$ cat src/rtl/cpu_pkg.sv
// -----------------------------------------------------------------------------
// cpu_pkg -- shared definitions for the 16-bit pipelined CPU.
//
// Contents:
//   INSTR_W / ADDR_W      instruction and address widths
//   OPC_MSB / OPC_LSB     position of the opcode field inside an instruction
//   R_FMT .. BEQ          opcode constants
//   fetchState_t          instruction-fetch FSM state encoding
//   opcodeOf()            extracts the opcode field
//   alignPc()             forces an address to a halfword boundary
//   pcPlus2()             sequential next PC, modulo 2^16
// -----------------------------------------------------------------------------
package cpu_pkg;

    localparam int INSTR_W = 16;
    localparam int ADDR_W  = 16;
    localparam int OPC_MSB = 15;
    localparam int OPC_LSB = 12;

    localparam logic [3:0] R_FMT = 4'b0000;
    localparam logic [3:0] ADDI  = 4'b0001;
    localparam logic [3:0] SUBI  = 4'b0010;
    localparam logic [3:0] SLTI  = 4'b0011;
    localparam logic [3:0] LW    = 4'b0100;
    localparam logic [3:0] SW    = 4'b0101;
    localparam logic [3:0] BEQ   = 4'b0110;

    typedef enum logic [1:0] {
        BOOT     = 2'b00,
        FETCH    = 2'b01,
        REDIRECT = 2'b10
    } fetchState_t;

    function automatic logic [3:0] opcodeOf(input logic [INSTR_W-1:0] instr);
        return instr[OPC_MSB:OPC_LSB];
    endfunction

    // Instructions are halfword aligned, so bit 0 of any PC is always zero.
    function automatic logic [ADDR_W-1:0] alignPc(input logic [ADDR_W-1:0] addr);
        return addr & 16'hFFFE;
    endfunction

    // Plain 16-bit add; the carry out is dropped so 16'hFFFE wraps to 16'h0000.
    function automatic logic [ADDR_W-1:0] pcPlus2(input logic [ADDR_W-1:0] pc);
        return pc + 16'd2;
    endfunction

endpackage

$ cat src/rtl/instruction_fetch_if.sv
// -----------------------------------------------------------------------------
// instruction_fetch_if -- instruction memory request/response bus.
//
// Signals:
//   IMemReq    fetch request (fetch stage -> memory)
//   IMemAddr   fetch address (fetch stage -> memory)
//   IMemReady  acknowledge; IMemData is valid in the same cycle (memory -> fetch)
//   IMemData   instruction word (memory -> fetch)
// Modports:
//   master     the fetch stage
//   slave      the instruction memory
// -----------------------------------------------------------------------------
interface instruction_fetch_if;
    import cpu_pkg::*;

    logic               IMemReq;
    logic [ADDR_W-1:0]  IMemAddr;
    logic               IMemReady;
    logic [INSTR_W-1:0] IMemData;

    modport master (
        output IMemReq,
        output IMemAddr,
        input  IMemReady,
        input  IMemData
    );

    modport slave (
        input  IMemReq,
        input  IMemAddr,
        output IMemReady,
        output IMemData
    );

endinterface

$ cat src/rtl/fetch_pc_reg.sv
// -----------------------------------------------------------------------------
// fetch_pc_reg -- program counter register and next-PC selection.
//
// Parameters:
//   RESET_PC     value loaded while Reset is high (bit 0 forced to zero)
// Ports:
//   Clock        rising-edge clock
//   Reset        asynchronous, active-high reset
//   loadTarget   load the redirect address (highest priority after Reset)
//   advance      step to PC+2 (a fetch completed this cycle)
//   target       redirect address
//   pc           current program counter, always halfword aligned
// -----------------------------------------------------------------------------
module fetch_pc_reg
    import cpu_pkg::*;
#(
    parameter logic [15:0] RESET_PC = 16'h0000
) (
    input  logic              Clock,
    input  logic              Reset,
    input  logic              loadTarget,
    input  logic              advance,
    input  logic [ADDR_W-1:0] target,
    output logic [ADDR_W-1:0] pc
);

    logic [ADDR_W-1:0] pc_r;
    logic [ADDR_W-1:0] nextPc_s;

    // Next-PC mux: redirect beats sequential advance; otherwise hold.
    always_comb begin
        nextPc_s = pc_r;
        if (loadTarget) begin
            nextPc_s = alignPc(target);
        end else if (advance) begin
            nextPc_s = alignPc(pcPlus2(pc_r));
        end else begin
            nextPc_s = pc_r;
        end
    end

    // PC register with asynchronous reset to the aligned reset vector.
    always_ff @(posedge Clock or posedge Reset) begin
        if (Reset) begin
            pc_r <= alignPc(RESET_PC);
        end else begin
            pc_r <= nextPc_s;
        end
    end

    assign pc = pc_r;

endmodule

$ cat src/rtl/instruction_fetch.sv
// -----------------------------------------------------------------------------
// instruction_fetch -- IF stage of the 16-bit pipeline: PC, fetch FSM and the
// IF/ID pipeline register.
//
// Parameters:
//   RESET_PC      PC value loaded on reset
// Ports:
//   Clock         rising-edge clock
//   Reset         asynchronous, active-high reset
//   Stall         hazard hold from decode; freezes PC and IF/ID
//   BranchTaken   BEQ resolved taken; redirects fetch
//   BranchTarget  redirect address
//   imem          instruction memory bus (master side)
//   IFID_Instr    IF/ID instruction word
//   IFID_PCPlus2  IF/ID address of the following instruction
//   IFID_Valid    IF/ID holds a real instruction
//   OPCODE        IFID_Instr[15:12] for the control unit (combinational)
//   FetchCount    completed fetches, wraps       (IFETCH_PERF_CNT_EN only)
//   StallCount    cycles held by Stall, wraps    (IFETCH_PERF_CNT_EN only)
//
// Build option: define IFETCH_PERF_CNT_EN to add the performance counters.
//
// Priority each cycle: Reset > BranchTaken > Stall > fetch.
// -----------------------------------------------------------------------------
module instruction_fetch
    import cpu_pkg::*;
#(
    parameter logic [15:0] RESET_PC = 16'h0000
) (
    input  logic               Clock,
    input  logic               Reset,
    input  logic               Stall,
    input  logic               BranchTaken,
    input  logic [ADDR_W-1:0]  BranchTarget,
    instruction_fetch_if.master imem,
    output logic [INSTR_W-1:0] IFID_Instr,
    output logic [ADDR_W-1:0]  IFID_PCPlus2,
    output logic               IFID_Valid,
    output logic [3:0]         OPCODE
`ifdef IFETCH_PERF_CNT_EN
    ,
    output logic [15:0]        FetchCount,
    output logic [15:0]        StallCount
`endif
);

    fetchState_t        state_r;
    logic [INSTR_W-1:0] ifidInstr_r;
    logic [ADDR_W-1:0]  ifidPcPlus2_r;
    logic               ifidValid_r;
    logic [ADDR_W-1:0]  pc_s;
    logic               fetchFire_s;

    // A fetch completes only in FETCH, with memory ready and nothing overriding it.
    assign fetchFire_s = (state_r == FETCH) && imem.IMemReady && !Stall && !BranchTaken;

    fetch_pc_reg #(
        .RESET_PC (RESET_PC)
    ) u_pcReg (
        .Clock      (Clock),
        .Reset      (Reset),
        .loadTarget (BranchTaken),
        .advance    (fetchFire_s),
        .target     (BranchTarget),
        .pc         (pc_s)
    );

    // Fetch FSM and IF/ID pipeline register.
    always_ff @(posedge Clock or posedge Reset) begin
        if (Reset) begin
            state_r       <= BOOT;
            ifidInstr_r   <= 16'h0000;
            ifidPcPlus2_r <= 16'h0000;
            ifidValid_r   <= 1'b0;
        end else if (BranchTaken) begin
            // Any data returned this cycle belongs to the wrong path: squash it.
            state_r       <= REDIRECT;
            ifidInstr_r   <= 16'h0000;
            ifidPcPlus2_r <= ifidPcPlus2_r;
            ifidValid_r   <= 1'b0;
        end else begin
            case (state_r)
                BOOT: begin
                    state_r       <= FETCH;
                    ifidInstr_r   <= ifidInstr_r;
                    ifidPcPlus2_r <= ifidPcPlus2_r;
                    ifidValid_r   <= ifidValid_r;
                end
                FETCH: begin
                    state_r <= FETCH;
                    if (Stall) begin
                        ifidInstr_r   <= ifidInstr_r;
                        ifidPcPlus2_r <= ifidPcPlus2_r;
                        ifidValid_r   <= ifidValid_r;
                    end else if (imem.IMemReady) begin
                        ifidInstr_r   <= imem.IMemData;
                        ifidPcPlus2_r <= pcPlus2(pc_s);
                        ifidValid_r   <= 1'b1;
                    end else begin
                        // Memory not ready: insert a bubble, PC holds.
                        ifidInstr_r   <= ifidInstr_r;
                        ifidPcPlus2_r <= ifidPcPlus2_r;
                        ifidValid_r   <= 1'b0;
                    end
                end
                REDIRECT: begin
                    state_r       <= FETCH;
                    ifidInstr_r   <= ifidInstr_r;
                    ifidPcPlus2_r <= ifidPcPlus2_r;
                    if (Stall) begin
                        ifidValid_r <= ifidValid_r;
                    end else begin
                        ifidValid_r <= 1'b0;
                    end
                end
                default: begin
                    state_r       <= BOOT;
                    ifidInstr_r   <= 16'h0000;
                    ifidPcPlus2_r <= 16'h0000;
                    ifidValid_r   <= 1'b0;
                end
            endcase
        end
    end

    // Request is withdrawn combinationally so a stalled or redirected cycle never fetches.
    assign imem.IMemReq  = (state_r == FETCH) && !Stall && !BranchTaken;
    assign imem.IMemAddr = pc_s;

    assign IFID_Instr   = ifidInstr_r;
    assign IFID_PCPlus2 = ifidPcPlus2_r;
    assign IFID_Valid   = ifidValid_r;
    assign OPCODE       = opcodeOf(ifidInstr_r);

`ifdef IFETCH_PERF_CNT_EN
    logic [15:0] fetchCount_r;
    logic [15:0] stallCount_r;

    // Free-running performance counters; both wrap naturally at 16'hFFFF.
    always_ff @(posedge Clock or posedge Reset) begin
        if (Reset) begin
            fetchCount_r <= 16'h0000;
            stallCount_r <= 16'h0000;
        end else begin
            if (fetchFire_s) begin
                fetchCount_r <= fetchCount_r + 16'd1;
            end else begin
                fetchCount_r <= fetchCount_r;
            end
            if (Stall && !BranchTaken) begin
                stallCount_r <= stallCount_r + 16'd1;
            end else begin
                stallCount_r <= stallCount_r;
            end
        end
    end

    assign FetchCount = fetchCount_r;
    assign StallCount = stallCount_r;
`endif

endmodule

$ cat src/flat_wrapper.sv
// flat-port wrapper written by rule: the top's interface ports become plain ports
module instruction_fetch_flat import cpu_pkg::*;
#(
    parameter logic [15:0] RESET_PC = 16'h0000
)
  (Clock, Reset, Stall, BranchTaken, BranchTarget, IFID_Instr, IFID_PCPlus2, IFID_Valid, OPCODE, imem_IMemReq, imem_IMemAddr, imem_IMemReady, imem_IMemData);
  instruction_fetch_if imem_i ();
  input  logic Clock;
  input  logic Reset;
  input  logic Stall;
  input  logic BranchTaken;
  input  logic [ADDR_W-1:0] BranchTarget;
  output logic [INSTR_W-1:0] IFID_Instr;
  output logic [ADDR_W-1:0] IFID_PCPlus2;
  output logic IFID_Valid;
  output logic [3:0] OPCODE;
  output wire logic [$bits(imem_i.IMemReq)-1:0] imem_IMemReq;
  output wire logic [$bits(imem_i.IMemAddr)-1:0] imem_IMemAddr;
  input wire logic [$bits(imem_i.IMemReady)-1:0] imem_IMemReady;
  input wire logic [$bits(imem_i.IMemData)-1:0] imem_IMemData;
  assign imem_IMemReq = imem_i.IMemReq;
  assign imem_IMemAddr = imem_i.IMemAddr;
  assign imem_i.IMemReady = imem_IMemReady;
  assign imem_i.IMemData = imem_IMemData;
  instruction_fetch #(.RESET_PC(RESET_PC)) u_core (.Clock(Clock), .Reset(Reset), .Stall(Stall), .BranchTaken(BranchTaken), .BranchTarget(BranchTarget), .imem(imem_i), .IFID_Instr(IFID_Instr), .IFID_PCPlus2(IFID_PCPlus2), .IFID_Valid(IFID_Valid), .OPCODE(OPCODE));
endmodule
$ cat config.mk
export PLATFORM = sky130hd
export DESIGN_NAME = instruction_fetch_flat
export DESIGN_NICKNAME = d
export VERILOG_FILES = /design/src/rtl/cpu_pkg.sv /design/src/rtl/instruction_fetch_if.sv /design/src/rtl/fetch_pc_reg.sv /design/src/rtl/instruction_fetch.sv /design/src/flat_wrapper.sv
export SDC_FILE = /design/constraint.sdc
export NUM_CORES = 1
export LEC_CHECK = 0
export ABC_CLOCK_PERIOD_IN_PS = 1760
export CAP_MARGIN = 20
export CORE_MARGIN = 2
export CORE_UTILIZATION = 35
export CTS_CLUSTER_SIZE = 40
export DETAILED_ROUTE_END_ITERATION = 12
export PLACE_DENSITY = 0.66
export SYNTH_ARGS = -nofsm -noshare
export SYNTH_HDL_FRONTEND = slang
export SYNTH_SLANG_ARGS = --single-unit
export TNS_END_PERCENT = 30
$ cat constraint.sdc
create_clock -name Clock -period 1.76 [get_ports Clock]
set_clock_uncertainty 0.1 [all_clocks]
set_input_delay 0.352 -clock Clock [delete_from_list [all_inputs] [get_ports Clock]]
set_output_delay 0.352 -clock Clock [all_outputs]
set_load 0.05 [all_outputs]
==> results.md, run 1 <==
Cells and area:
- The number of antenna diodes in the final layout is 0.
- The layout overhead on the synthesized area is 55.3%.
- The multi-input combinational cells in the finished layout cover a total of 1020 sq um.
- The final layout contains 363 nets.
- With fillers left out, the area of the finished cells amounts to 3610 sq um.
- The final instance count without filler cells is 402.
- In the layout the commonest cells are 62 x sky130_fd_sc_hd__buf_4, 45 x sky130_fd_sc_hd__dfrtp_1, 42 x sky130_fd_sc_hd__nand2_1, 33 x sky130_fd_sc_hd__clkdlybuf4s50_1.
- Counting the fill cells in the layout gives 588.
- The proportion of layout cells with a drive suffix above 1 is 32.9%.
- The share of the core filled with cells in the final layout is 56.6%.
- The register area is 1230 sq um.
- The library cell used most frequently in the layout, excluding fill and tap cells, is sky130_fd_sc_hd__buf_4.

Synthesis:
- Among all flip-flop cells after synthesis, the most frequent one is sky130_fd_sc_hd__dfrtp_1.
- The post-synthesis async set-or-reset flop share is 100%.
- For this run, the register share of the synthesized area comes to 52.7%.
- During synthesis, Yosys emitted a total of 0 warnings.
- The flip-flop and latch count after synthesis is 49.
- The synthesized netlist cell count is 223.
- The synthesized design contains 0 enable-type register cells.
- The synthesized netlist occupies a cell area of 2330 sq um.
- Each instance of the synthesized netlist takes up on average 10.4 sq um.
- The distinct cell type count after synthesis is 38.

Routing:
- In the routed layout, each cell is associated on average with a via count of 4.94.
- Wires add up to 5710 um.
- The detailed-route DRC error count is 0.
- The first detailed-routing pass took 4 iterations.
- The via count of the routed design is 1987.
- After detailed routing, the average wire length per cell comes to 14.2 um.
- The detail route stage leaves a number of antenna-violating nets equal to 0.
- The count of routing violations after the opening detailed-route iteration is 97.

Floorplan:
- The number of top-level pins is 91.
- The die outline area is 7320 sq um.
- From left edge to right edge, the die measures 85.5 um.
- The region available for standard cell placement spans 6390 sq um.
- Once the floorplan was initialized, standard cells occupied 36.4% of the core.
- The number of rows created at floorplan is 29.
- The die is 85.5 um tall.

Clocking:
- The tree built by TritonCTS fans out to 49 sinks.
- The worst-case clock buffer depth is 2.
- The number of hold-repair buffers added at the cts stage is 0.
- The H-tree generated during clock tree synthesis spans 2 levels.
- The later pin in the worst-skew pair is clocked with a latency of 0.30 ns.
- The TritonCTS clock tree is done.
- The CTS clock-pin slew for the worst setup and hold paths is 0.09 ns.
- The CTS root buffer is sky130_fd_sc_hd__clkbuf_8.
- Counting the buffers created by CTS gives 5.

Worst hold path:
- The min-delay analysis places its worst path in the category in -> async.

Critical path:
- The setup slack of the worst register-to-register path is 0.12 ns.
- The endpoint identified for the worst register-to-register timing path is u_core.u_pcReg.pc[15]$_DFFE_PP0P_.
- The startpoint of the worst-slack reg-to-reg timing path is u_core.u_pcReg.pc[1]$_DFFE_PP0P_.
- Counting cells, the worst reg-to-reg path comes to 5.
- The kind of critical path is reg -> out.
- The critical-path cell with the highest stage delay is sky130_fd_sc_hd__dfrtp_2.
- The required time of the critical path is 1.31 ns.
- The worst setup path is captured at an output port.
- The number of buffers and inverters on the critical path is 2.
- The data arrival time of the critical path is 1.27 ns.
- The cell type group with the largest total delay on the critical path is flip-flops.
- The critical path crosses 3 cells after its start point.
- The critical path goes through nor4b_4 > buf_4 > buf_12.
- STA classifies the critical path startpoint as a flip-flop.
- The largest fanout on the critical path is 2.
- The launch point of the worst path is u_core.state_r[1]$_DFF_PP0_.
- The largest stage delay on the critical path is 0.44 ns.

Timing:
- The worst-case setup margin in the final layout is 0.0412 ns.
- Hold timing on the final database bottoms out at a slack of 0.310 ns.
- The final-report max-slew violation count is 0.
- The total count of hold-check failures in the final report is 0.
- The final count of negative-setup-slack endpoints is 0.
- Based on the critical path, the design can be clocked at up to 582 MHz.
- The minimum clock period is 1.72 ns.
- Of the available clock period, the critical path in the final layout requires 97.7%.

GRT:
- The number of global-route vias before repair is 1959.
- The first global-routing pass estimated 9450 um of wire.
- Global routing used 16.0% of the available tracks across all layers.
- Entering global routing, the biggest net connects 50 pins.
- The number of antenna violations at the first check in global routing came to 0.
- The global route total overflow is 0.

Power:
- Combinational logic burns 29.2% of the power.
- For this design the ratio of total power to cell area is 799 nW/um^2.
- The total net switching power is 0.913 mW.
- The internal power is 1.98 mW.
- Of the total power, the share spent switching nets is 31.6%.
- The clock network is responsible for 27.0% of the overall power.
- VDD sags by at most 368 uV.
- The sequential group share of total power is 43.9%.
- The static leakage power is 1.63 nW.

Placed design:
- At the end of routability-driven placement, the weighted congestion stood at 0.767.
- The placement-stage cell area is 3450 sq um.
- The wire-length estimate of the detail-placed layout is 4270 um.
- The count of input and output buffers is 87.
- In this run, placement finished with an instance count of 392.
- Before CTS, the worst setup slack after placement is -0.348 ns.

Outcome:
- The run finished with clean final reports.

Job:
- The max-cap violation count is 0.
worst max path at each step:
stage / slack (ns) / endpoint
final: 0.04 / imem_IMemReq
after CTS: -0.004 / imem_IMemReq
after detailed placement: -0.35 / u_core.IFID_Instr[7]$_DFFE_PP0P_
after floorplan: -0.19 / u_core.IFID_Instr[12]$_DFFE_PP0P_
after global placement: -0.30 / u_core.IFID_Instr[3]$_DFFE_PP0P_
after global routing: -0.000007 / imem_IMemReq
what timing repair did:
item / in CTS / in global routing
setup buffers: 2 / 1
resized for setup: 3 / 7
pin swaps: 1 / 1
setup endpoints to repair: 17 / 23
metal layers:
metal	vias to the layer above	routed length, um	GRT usage, %	part of all wire, %
li1	977	-	-	-
met5	-	0	0	0
met2	70	2600	25.1	45
met4	0	54	4.62	0.95
met1	934	2750	22.8	48
met3	6	317	3.08	5.5
power groups by stage:
| stage | clock, mW | combinational, mW | sequential, mW |
|---|---|---|---|
| global placement | 0 | 0.833 | 1.28 |
| finish | 0.779 | 0.843 | 1.27 |
| global route | 0.848 | 0.894 | 1.28 |
| floorplan | 0 | 0.216 | 1.51 |
| CTS | 0.801 | 0.842 | 1.26 |
| detailed placement | 0 | 0.838 | 1.29 |
tightest hold or removal path: stages:
cell and delay (ns):
sky130_fd_sc_hd__clkdlybuf4s50_1 0.42, sky130_fd_sc_hd__inv_2 0.07, sky130_fd_sc_hd__buf_12 0.25
cell type report:
class,instances,share of cell area [%]
flip-flops and latches,49,34.1
well taps,77,2.67
repair buffers,114,31.9
clock inverters,2,0.970
clock buffers,5,1.90
multi-input cells,152,28.2
inverters,3,0.312
sequential cells by signal, summed over array words and instances, names as in the netlist:
register / count
u_core.IFID_PCPlus2: 15
u_core.u_pcReg.pc: 15
u_core.IFID_Instr: 16
u_core.state_r: 2
u_core.IFID_Valid: 1
cells by family after synthesis:
kind of cell | after synthesis | synth area share [%]
XOR/XNOR | 19 | 7.15
adder cells (fa/ha/maj) | 1 | 0.538
flip-flops | 49 | 52.7
AO/OA/AOI/OAI | 54 | 15.9
buffers and inverters | 23 | 5.59
AND/OR/NAND/NOR | 75 | 17.5
other | 1 | 0.161
multiplexers | 1 | 0.430
through the flow:
stage | total power [mW] | setup TNS, ns
floorplan | 1.73 | -4.23
finish | 2.89 | 0
detailed placement | 2.13 | -10.09
CTS | 2.91 | -0.00408
global route | 3.02 | -0.00000722
global placement | 2.12 | -8.20
synth_stat cells (2+ instances only):
master | number | area share, %
sky130_fd_sc_hd__nand2_1 | 43 | 6.9
sky130_fd_sc_hd__o221ai_1 | 3 | 1.1
sky130_fd_sc_hd__buf_2 | 7 | 1.5
sky130_fd_sc_hd__a22o_1 | 17 | 6.4
sky130_fd_sc_hd__xor2_1 | 5 | 1.9
sky130_fd_sc_hd__o21ai_1 | 18 | 3.9
sky130_fd_sc_hd__nand4_2 | 2 | 1.1
sky130_fd_sc_hd__clkbuf_1 | 4 | 0.64
sky130_fd_sc_hd__nand4_1 | 2 | 0.54
sky130_fd_sc_hd__nand3_1 | 3 | 0.64
sky130_fd_sc_hd__nor4_2 | 3 | 1.6
sky130_fd_sc_hd__nor2_1 | 5 | 0.81
sky130_fd_sc_hd__o21ai_0 | 7 | 1.5
sky130_fd_sc_hd__o211ai_1 | 2 | 0.64
sky130_fd_sc_hd__buf_4 | 7 | 2.3
sky130_fd_sc_hd__nor4_1 | 3 | 0.81
sky130_fd_sc_hd__xnor2_1 | 14 | 5.3
sky130_fd_sc_hd__nor2b_1 | 2 | 0.54
sky130_fd_sc_hd__inv_1 | 3 | 0.48
sky130_fd_sc_hd__dfrtp_1 | 49 | 53
sky130_fd_sc_hd__nor3_1 | 4 | 0.86
sky130_fd_sc_hd__a21oi_1 | 3 | 0.64
sky130_fd_sc_hd__o31a_1 | 2 | 0.75
(Power assumes the default switching activity.)
==> inputs of run 2 (changes only) <==
--- a/config.mk
+++ b/config.mk
@@ -7,2 +7,3 @@
 export LEC_CHECK = 0
+export ABC_AREA = 1
 export ABC_CLOCK_PERIOD_IN_PS = 1760
@@ -11,2 +12,3 @@
 export CORE_UTILIZATION = 35
+export CTS_BUF_LIST = sky130_fd_sc_hd__clkbuf_8
 export CTS_CLUSTER_SIZE = 40
--- a/constraint.sdc
+++ b/constraint.sdc
@@ -4,2 +4,2 @@
 set_output_delay 0.352 -clock Clock [all_outputs]
-set_load 0.05 [all_outputs]
+set_load 0.1 [all_outputs]
==> run 2 against run 1 <==
Against the previous run:
- routed wire length rose by 5.4%
- sequential power rose by 4%
- via count rose by 13%
- register-to-register slack improved by 0.06 ns
- design area rose by 12%
- synthesized cell count rose by 37%
- critical path depth rose by 1
- total power rose by 8.0%
- cell count rose by 20%
- non-clock buffer count fell by 11
- maximum frequency fell by 0.49%
- combinational power rose by 40%
==> results.md, run 2 <==
Synthesis:
- The arithmetic-cell share of the synthesized area counting full adders, half adders and majority gates is 0.522% (-0.015 points).
- The synthesized netlist cell count is 305 (+37%).
- The distinct cell type count after synthesis is 27 (-29%).
- The mean cell area of the mapped netlist is 7.85 sq um (-25%).
- The total standard cell area after synthesis is 2390 sq um (+2.9%).
- The most used flip-flop cell after synthesis is sky130_fd_sc_hd__dfrtp_1.
- The post-synthesis async set-or-reset flop share is 100% (unchanged).
- The commonest cells after synthesis are 114 x sky130_fd_sc_hd__nand2_1, 49 x sky130_fd_sc_hd__dfrtp_1, 41 x sky130_fd_sc_hd__nand3_1.
- By area, the combinational part of the netlist is dominated by simple AND/OR/NAND/NOR gates.
- The share of the synthesized netlist area taken by xor and xnor gates is 0.366% (-6.8 points).
- The fraction of post-synthesis cell area in the top cell type by area is 51.2% (-1.5 points).
- The flip-flop and latch count after synthesis came to 49 (unchanged).
- The fraction of the yosys area taken by sequential cells was 51.2% (-1.5 points).
- The cell with the most instances after synthesis is sky130_fd_sc_hd__nand2_1.
- The multiplexer area fraction after synthesis is 0% (-0.43 points).
- Summed over all instances, the cell type with the most area after synthesis is sky130_fd_sc_hd__dfrtp_1.
- The number of warnings reported in the yosys synthesis log is 0 (unchanged).
- The synthesized-area fraction occupied by and/or/nand/nor cells came to 34.7% (+17 points).
- The number of flops mapped to enable cells by yosys is 0 (unchanged).
- After synthesis, the cell types taking the most area are sky130_fd_sc_hd__dfrtp_1 51%, sky130_fd_sc_hd__nand2_1 18%, sky130_fd_sc_hd__nand3_1 8.6%.
- The post-synthesis compound-gate area fraction came to 4.23% (-12 points).

GRT:
- The number of antenna violations at the first check in global routing came to 0 (unchanged).
- The wire length of the first global-routing pass is 10400 um (+9.8%).
- The met1 global-route usage is 21.8% (-1.0 points).
- The met3 demand-to-capacity share in global routing is 7.05% (+4.0 points).
- The layer flagged by global routing as most heavily used is met2.
- The met2 layer usage reported by global route is 29.0% (+3.9 points).
- The pin count of the biggest net entering global routing is 50 (unchanged).
- The global-route total usage across every layer is 17.6% (+1.6 points).
- The number of global-route vias before repair is 2225 (+14%).
- The global route total overflow is 0 (unchanged).

Floorplan:
- The starting density of the core is 35.6% (-0.80 points).
- The x dimension of the die was 86.7 um (+1.4%).
- The core area is 6720 sq um (+5.2%).
- The number of rows created at floorplan is 30 (+3.4%).
- The number of top-level pins is 91 (unchanged).
- The die height is 86.7 um (+1.4%).
- The die outline area is 7520 sq um (+2.8%).

Timing:
- The minimum clock period is 1.73 ns (+0.00849 ns).
- The fraction of the cycle the final worst path needs is 98.1% (+0.48 points).
- The final count of negative-setup-slack endpoints is 0 (unchanged).
- The total count of hold-check failures in the final report came to 0 (unchanged).
- Setup repair after global routing could not meet its margin everywhere.
- The achievable clock frequency is 579 MHz (-0.49%).
- The hold slack is 0.295 ns (-0.0152 ns).
- The final-report max-slew violation count is 0 (unchanged).

Critical path:
- The data arrival time of the critical path was 1.28 ns (about the same).
- On the critical path the largest part of the delay comes from buffers and inverters.
- The largest stage delay on the critical path is 0.32 ns (-0.12 ns).
- STA classifies the critical path startpoint as an input pin.
- Traced cell by cell, the critical path runs through dlygate4sd2_1 > buf_4 > nor4_4 > buf_12.
- The required time of the critical path is 1.31 ns (about the same).
- Among all stages on the critical path, the largest delay is contributed by sky130_fd_sc_hd__nor4_4.
- The largest fanout on the critical path is 2 (unchanged).
- The number of buffer and inverter stages on the critical path came to 3 (+1).
- The setup path with the least slack is of type in -> out.
- The critical path endpoint category is an output port.

Cells and area:
- The share of the core filled with cells in the final layout is 60.1% (+3.5 points).
- The final net count was 438 (+21%).
- The layout overhead on the synthesized area is 68.5%.
- In the layout the commonest cells are 114 x sky130_fd_sc_hd__nand2_1, 54 x sky130_fd_sc_hd__buf_12, 41 x sky130_fd_sc_hd__nand3_1, 38 x sky130_fd_sc_hd__dfrtp_1, 33 x sky130_fd_sc_hd__clkdlybuf4s50_1.
- The number of flip-flops under the largest register name came to 16 (unchanged).
- The proportion of layout cells with a drive suffix above 1 is 25.7% (-7.2 points).
- The number of antenna cells inserted is 0 (unchanged).
- The most common cell after layout, fill and taps aside is sky130_fd_sc_hd__nand2_1.
- The layout filler cell count came to 586 (-0.34%).

Routing:
- The number of iterations in the first detailed-routing pass was 4 (unchanged).
- The number of routed nets with antenna violations came to 0 (unchanged).
- The aggregate routed wire length came to 6020 um (+5.4%).
- The wire length per cell is 12.5 um (-12%).
- The vias per cell is 4.67 (-5.6%).
- The via count of the routed design is 2244 (+13%).
- The count of routing violations after the opening detailed-route iteration is 103 (+6.2%).
- The detailed-route DRC error count is 0 (unchanged).

Clocking:
- The number of hold-repair buffers added at the cts stage is 0 (unchanged).
- The sink count of the clock tree is 49 (unchanged).
- The buffer count from post-CTS setup fixing is 0 (-2).
- The TritonCTS clock tree is done.
- The number of buffers created by CTS is 5 (unchanged).
- The CTS clock-pin slew for the worst setup and hold paths is 0.08 ns (about the same).
- The H-tree level count was 2 (unchanged).
- The worst-case clock buffer depth came to 2 (unchanged).
- The clock latency on the worst-skew pair is 0.29 ns (about the same).
- The CTS root buffer is sky130_fd_sc_hd__clkbuf_8.

Placed design:
- The final weighted congestion in routability-driven placement is 0.786 (+2.5%).
- The count of input and output buffers is 87 (unchanged).
- The half-perimeter wire length after detailed placement is 4580 um (+7.2%).

Outcome:
- The flow ran to the end, and the final reports show no timing, DRC or antenna violations.

Job:
- The max-cap violation count is 0 (unchanged).

Power:
- The static leakage power came to 2.00 nW (+23%).
- The final total power is 3.12 mW (+8.0%).
- The power per unit of standard cell area is 773 nW/um^2 (-3.3%).
- The largest voltage drop on the vdd net is 280 uV (-24%).

Worst hold path:
- The min-delay analysis places its worst path in the category in -> async.
## run 2: cell count changes after synthesis, sizes merged, moves of 3 or more
cell,before,now
xnor2,14,1
nor4,6,1
inv,3,27
o221ai,4,0
a22o,17,0
nor2,6,19
xor2,5,0
clkbuf,5,2
o21ai,25,13
or2,0,3
nand2,44,124
nand3,4,41
## run 2: cell families after synthesis
kind of cell | Yosys count
xor gates and xnor gates | 1
adders and majority gates | 1
buffers and inverters | 43
DFF | 49
and+or+nand+nor | 193
AOI/OAI and AO/OA | 17
other | 1
## run 2: worst paths after layout
path / startpoint / to / slack, ns / cells past startpoint
hold reg to reg: u_core.IFID_PCPlus2[5]$_DFFE_PP0P_ / u_core.IFID_PCPlus2[5]$_DFFE_PP0P_ / 0.44 / 2
setup reg to reg: u_core.u_pcReg.pc[1]$_DFFE_PP0P_ / u_core.IFID_PCPlus2[11]$_DFFE_PP0P_ / 0.18 / 7
min in group Clock: BranchTaken / u_core.state_r[1]$_DFF_PP0_ / 0.39 / 2
hold / removal: Reset / u_core.IFID_Instr[2]$_DFFE_PP0P_ / 0.29 / 3
max in group asynchronous: Reset / u_core.u_pcReg.pc[1]$_DFFE_PP0P_ / 1.00 / 3
setup / recovery: BranchTaken / imem_IMemReq / 0.03 / 4
## run 2: per-layer routing
metal,part of all wire [%],vias up
met3,8.0,6
met4,1.0,0
li1,-,1132
met2,49,66
met1,42,1040
met5,0,-
## run 2: area by class of cell
cell class	instances	area, sq um	area share [%]
Clock inverter	3	11.3	0.279
Clock buffer	5	68.8	1.70
Multi-Input combinational cell	214	976	24.2
Timing Repair Buffer	103	1530	38.0
Tap cell	80	100	2.48
Sequential cell	49	1240	30.8
Inverter	27	101	2.51
## run 2: worst reg2reg max path: cells and delay by family (launching register included)
kind / cells / cell delay [ns]
flip-flops: 1 / 0.52
AND/OR/NAND/NOR: 4 / 0.45
adder cells (fa/ha/maj): 1 / 0.23
AO/OA/AOI/OAI: 1 / 0.10
buffers and inverters: 1 / 0.07
## run 2: power by group
part           internal (mW)  switching, mW  total (mW)
clock network          0.266          0.354       0.620
registers               1.20          0.116        1.32
logic                  0.433          0.747        1.18
## run 2: what timing repair did
| item | CTS | global route |
|---|---|---|
| setup endpoints to repair | 1 | 1 |
| gates resized for setup | 2 | 1 |
| pin swaps | 1 | 0 |
| hold endpoints to repair | 0 | 0 |
## run 2: per-stage QoR
| step | setup slack (ns) | TNS, ns | instances | cell area [sq um] |
|---|---|---|---|---|
| finish | 0.0327 | 0 | 481 | 4040 |
| global route | -0.0129 | -0.0129 | 481 | 4040 |
| CTS | 0.0163 | 0 | 481 | 4040 |
| detailed placement | -0.216 | -7.16 | 473 | 3960 |
| global placement | -0.131 | -4.07 | 473 | 3960 |
| floorplan | -0.259 | -0.919 | 306 | 2450 |
==> inputs of run 3 (changes only) <==
- ABC_CLOCK_PERIOD_IN_PS: 1760 -> 1900
- PLACE_DENSITY: 0.66 -> 0.63
- clock period: 1.76 -> 1.9 ns (I/O delays scaled with it)
==> run 3 against run 2 <==
Against the previous run:
- register-to-register slack better by 0.13 ns
- hold slack worse by 0.099 ns
- cell count down 1.0%
- clock power down 5.0%
- design area down 0.96%
- critical path type is now reg -> out
- largest cell class unchanged
- highest routed layer unchanged
==> results.md, run 3 (synthesis results as in run 2) <==
Outcome:
- The run finished with clean final reports.

Timing:
- The worst path needs 1.75 ns of the cycle, external delays included.
- Setup repair after global routing left no endpoint under its margin.
- The final count of negative-setup-slack endpoints is 0 (unchanged).
- The total count of hold-check failures in the final report is 0 (unchanged).
- Based on the critical path, the design can be clocked at up to 572 MHz.
- The worst path uses 92.0% of the clock period.
- The final-report max-slew violation count came to 0 (unchanged).

Critical path:
- The number of cell instances on the worst register-to-register path was 8 (+1).
- The kind of cell with the highest combined delay along the critical path is flip-flops.
- The worst setup path is captured at an output port.
- The launching element type of the critical path is a flip-flop.
- The number of buffer and inverter stages on the critical path was 1 (-2).
- In this run the worst setup path begins at u_core.state_r[1]$_DFF_PP0_.
- The required time of the critical path is 1.42 ns (+0.11 ns).
- The kind of critical path is reg -> out.
- The data arrival time of the critical path is 1.27 ns (about the same).
- The largest stage delay on the critical path is 0.44 ns (+0.12 ns).
- The largest fanout on the critical path is 4 (+2).
- The depth of the critical timing path with buffers and inverters included is 2 (-2).
- The critical-path cell with the highest stage delay is sky130_fd_sc_hd__dfrtp_1.
- The startpoint of the worst-slack reg-to-reg timing path is u_core.u_pcReg.pc[2]$_DFFE_PP0P_.
- The destination of the worst register-to-register timing path is u_core.IFID_PCPlus2[13]$_DFFE_PP0P_.
- The capture point of the worst path is imem_IMemReq.
- Walking the worst path, the cells encountered are nor4_4 > buf_12.
- The setup slack of the worst register-to-register path was 0.31 ns (+0.13 ns).

Cells and area:
- The number of antenna cells inserted is 0 (unchanged).
- The most common cell after layout, fill and taps aside is sky130_fd_sc_hd__nand2_1.
- The layout overhead on the synthesized area is 66.9%.
- The share of the core filled with cells in the final layout came to 59.5% (-0.58 points).
- The layout filler cell count is 578 (-1.4%).
- Leaving out fill and tap cells, the most frequent cells in the layout are 114 x sky130_fd_sc_hd__nand2_1, 54 x sky130_fd_sc_hd__buf_12, 43 x sky130_fd_sc_hd__dfrtp_1, 41 x sky130_fd_sc_hd__nand3_1, 33 x sky130_fd_sc_hd__clkdlybuf4s50_1.
- The number of flip-flops under the largest register name is 16 (unchanged).
- The final net count was 433 (-1.1%).
- The proportion of layout cells with a drive suffix above 1 came to 24.0% (-1.7 points).
- The area of the multi-input gates is 976 sq um (unchanged).
- The final instance count without filler cells was 476 (-1.0%).
- The register area came to 1230 sq um (-0.90%).
- The area of all placed cells without fillers was 4000 sq um (-0.96%).

GRT:
- The number of global-route vias before repair was 2139 (-3.9%).
- The global-route total usage across every layer came to 17.1% (-0.56 points).
- The global route total overflow was 0 (unchanged).
- The pin count of the biggest net entering global routing was 42 (-16%).
- The number of antenna violations at the first check in global routing is 0 (unchanged).
- The wire length of the first global-routing pass is 10100 um (-3.2%).

Clocking:
- The sink count of the clock tree was 49 (unchanged).
- The clock latency on the worst-skew pair is 0.30 ns (about the same).
- The number of buffers created by CTS is 5 (unchanged).
- The TritonCTS clock tree is done.
- The CTS clock-pin slew for the worst setup and hold paths is 0.09 ns (about the same).
- The number of hold-repair buffers added at the cts stage is 0 (unchanged).
- The H-tree level count is 2 (unchanged).
- The buffer count from post-CTS setup fixing is 0 (unchanged).
- The worst-case clock buffer depth was 2 (unchanged).
- CTS placed an instance of sky130_fd_sc_hd__clkbuf_8 at the clock tree root.

Placed design:
- The placement-stage cell area is 3910 sq um (-1.2%).
- The cell count after placement is 468 (-1.1%).
- The half-perimeter wire length after detailed placement is 4530 um (-1.2%).
- The count of input and output buffers came to 87 (unchanged).
- The final weighted congestion in routability-driven placement came to 0.807 (+2.7%).

Floorplan:
- The number of top-level pins came to 91 (unchanged).
- The die height is 86.7 um (unchanged).
- The x dimension of the die is 86.7 um (unchanged).
- The die outline area is 7520 sq um (unchanged).
- The starting density of the core is 35.6% (unchanged).
- The core area is 6720 sq um (unchanged).
- The number of rows created at floorplan is 30 (unchanged).

Routing:
- The aggregate routed wire length was 5920 um (-1.7%).
- The number of routed nets with antenna violations is 0 (unchanged).
- The wire length per cell is 12.4 um (-0.66%).
- The detailed-route DRC error count was 0 (unchanged).
- The via count of the routed design is 2228 (-0.71%).
- The count of routing violations after the opening detailed-route iteration is 105 (+1.9%).
- The vias per cell is 4.68 (+0.33%).
- The number of iterations in the first detailed-routing pass is 4 (unchanged).

Worst hold path:
- The worst hold-check path type is in -> async.

Power:
- The power per unit of standard cell area is 723 nW/um^2 (-6.4%).
- The static leakage power is 2.00 nW (-0.23%).
- The final total power was 2.89 mW (-7.3%).
- The largest voltage drop on the vdd net is 354 uV (+27%).

Job:
- The max-cap violation count is 0 (unchanged).
run 3: layout make-up:
| type | count | share of cell area, % |
|---|---|---|
| well taps | 80 | 2.50 |
| multi-input cells | 214 | 24.4 |
| inverters | 27 | 2.54 |
| flip-flops and latches | 49 | 30.9 |
| repair buffers | 98 | 37.6 |
| clock buffers | 5 | 1.72 |
| clock inverters | 3 | 0.344 |
run 3: how the worst min path moves through the flow:
stage,from,to,cells past startpoint
2_1_floorplan,BranchTaken,u_core.state_r[1]$_DFF_PP0_,0
3_3_place_gp,u_core.IFID_PCPlus2[4]$_DFFE_PP0P_,u_core.IFID_PCPlus2[4]$_DFFE_PP0P_,2
3_5_place_dp,u_core.IFID_PCPlus2[14]$_DFFE_PP0P_,u_core.IFID_PCPlus2[14]$_DFFE_PP0P_,2
4_1_cts,Reset,u_core.IFID_Instr[15]$_DFFE_PP0P_,2
5_1_grt,Reset,u_core.IFID_Instr[0]$_DFFE_PP0P_,2
6_report,Reset,u_core.IFID_Instr[15]$_DFFE_PP0P_,2
run 3: per-stage QoR:
| step | hold slack (ns) | setup WS, ns | TNS [ns] |
|---|---|---|---|
| 6_report | 0.196 | 0.152 | 0 |
| 5_1_grt | 0.209 | 0.0731 | 0 |
| 4_1_cts | 0.197 | 0.0159 | 0 |
| 3_5_place_dp | 0.426 | -0.0789 | -0.687 |
| 3_3_place_gp | 0.422 | -0.0459 | -0.0711 |
| 2_1_floorplan | 0.311 | -0.175 | -0.197 |
run 3: what timing repair did:
action / 4_1_cts / 5_1_grt
gates resized for setup: 0 / 2
pin swaps: 1 / 1
endpoints found under the setup margin: 1 / 1
run 3: power by group:
group	total (mW)	internal, mW	leakage [nW]	switching, mW
clock	0.589	0.251	0.0491	0.338
combinational	1.09	0.395	1.31	0.690
sequential	1.22	1.11	0.640	0.106
total	2.89	1.76	2.00	1.14
run 3: per-layer routing:
metal,routed length (um),up-vias,GRT usage [%]
li1,-,1132,-
met1,2600,1004,21.4
met2,2650,84,27.1
met3,587,8,7.62
met4,82,0,4.26
met5,0,-,0
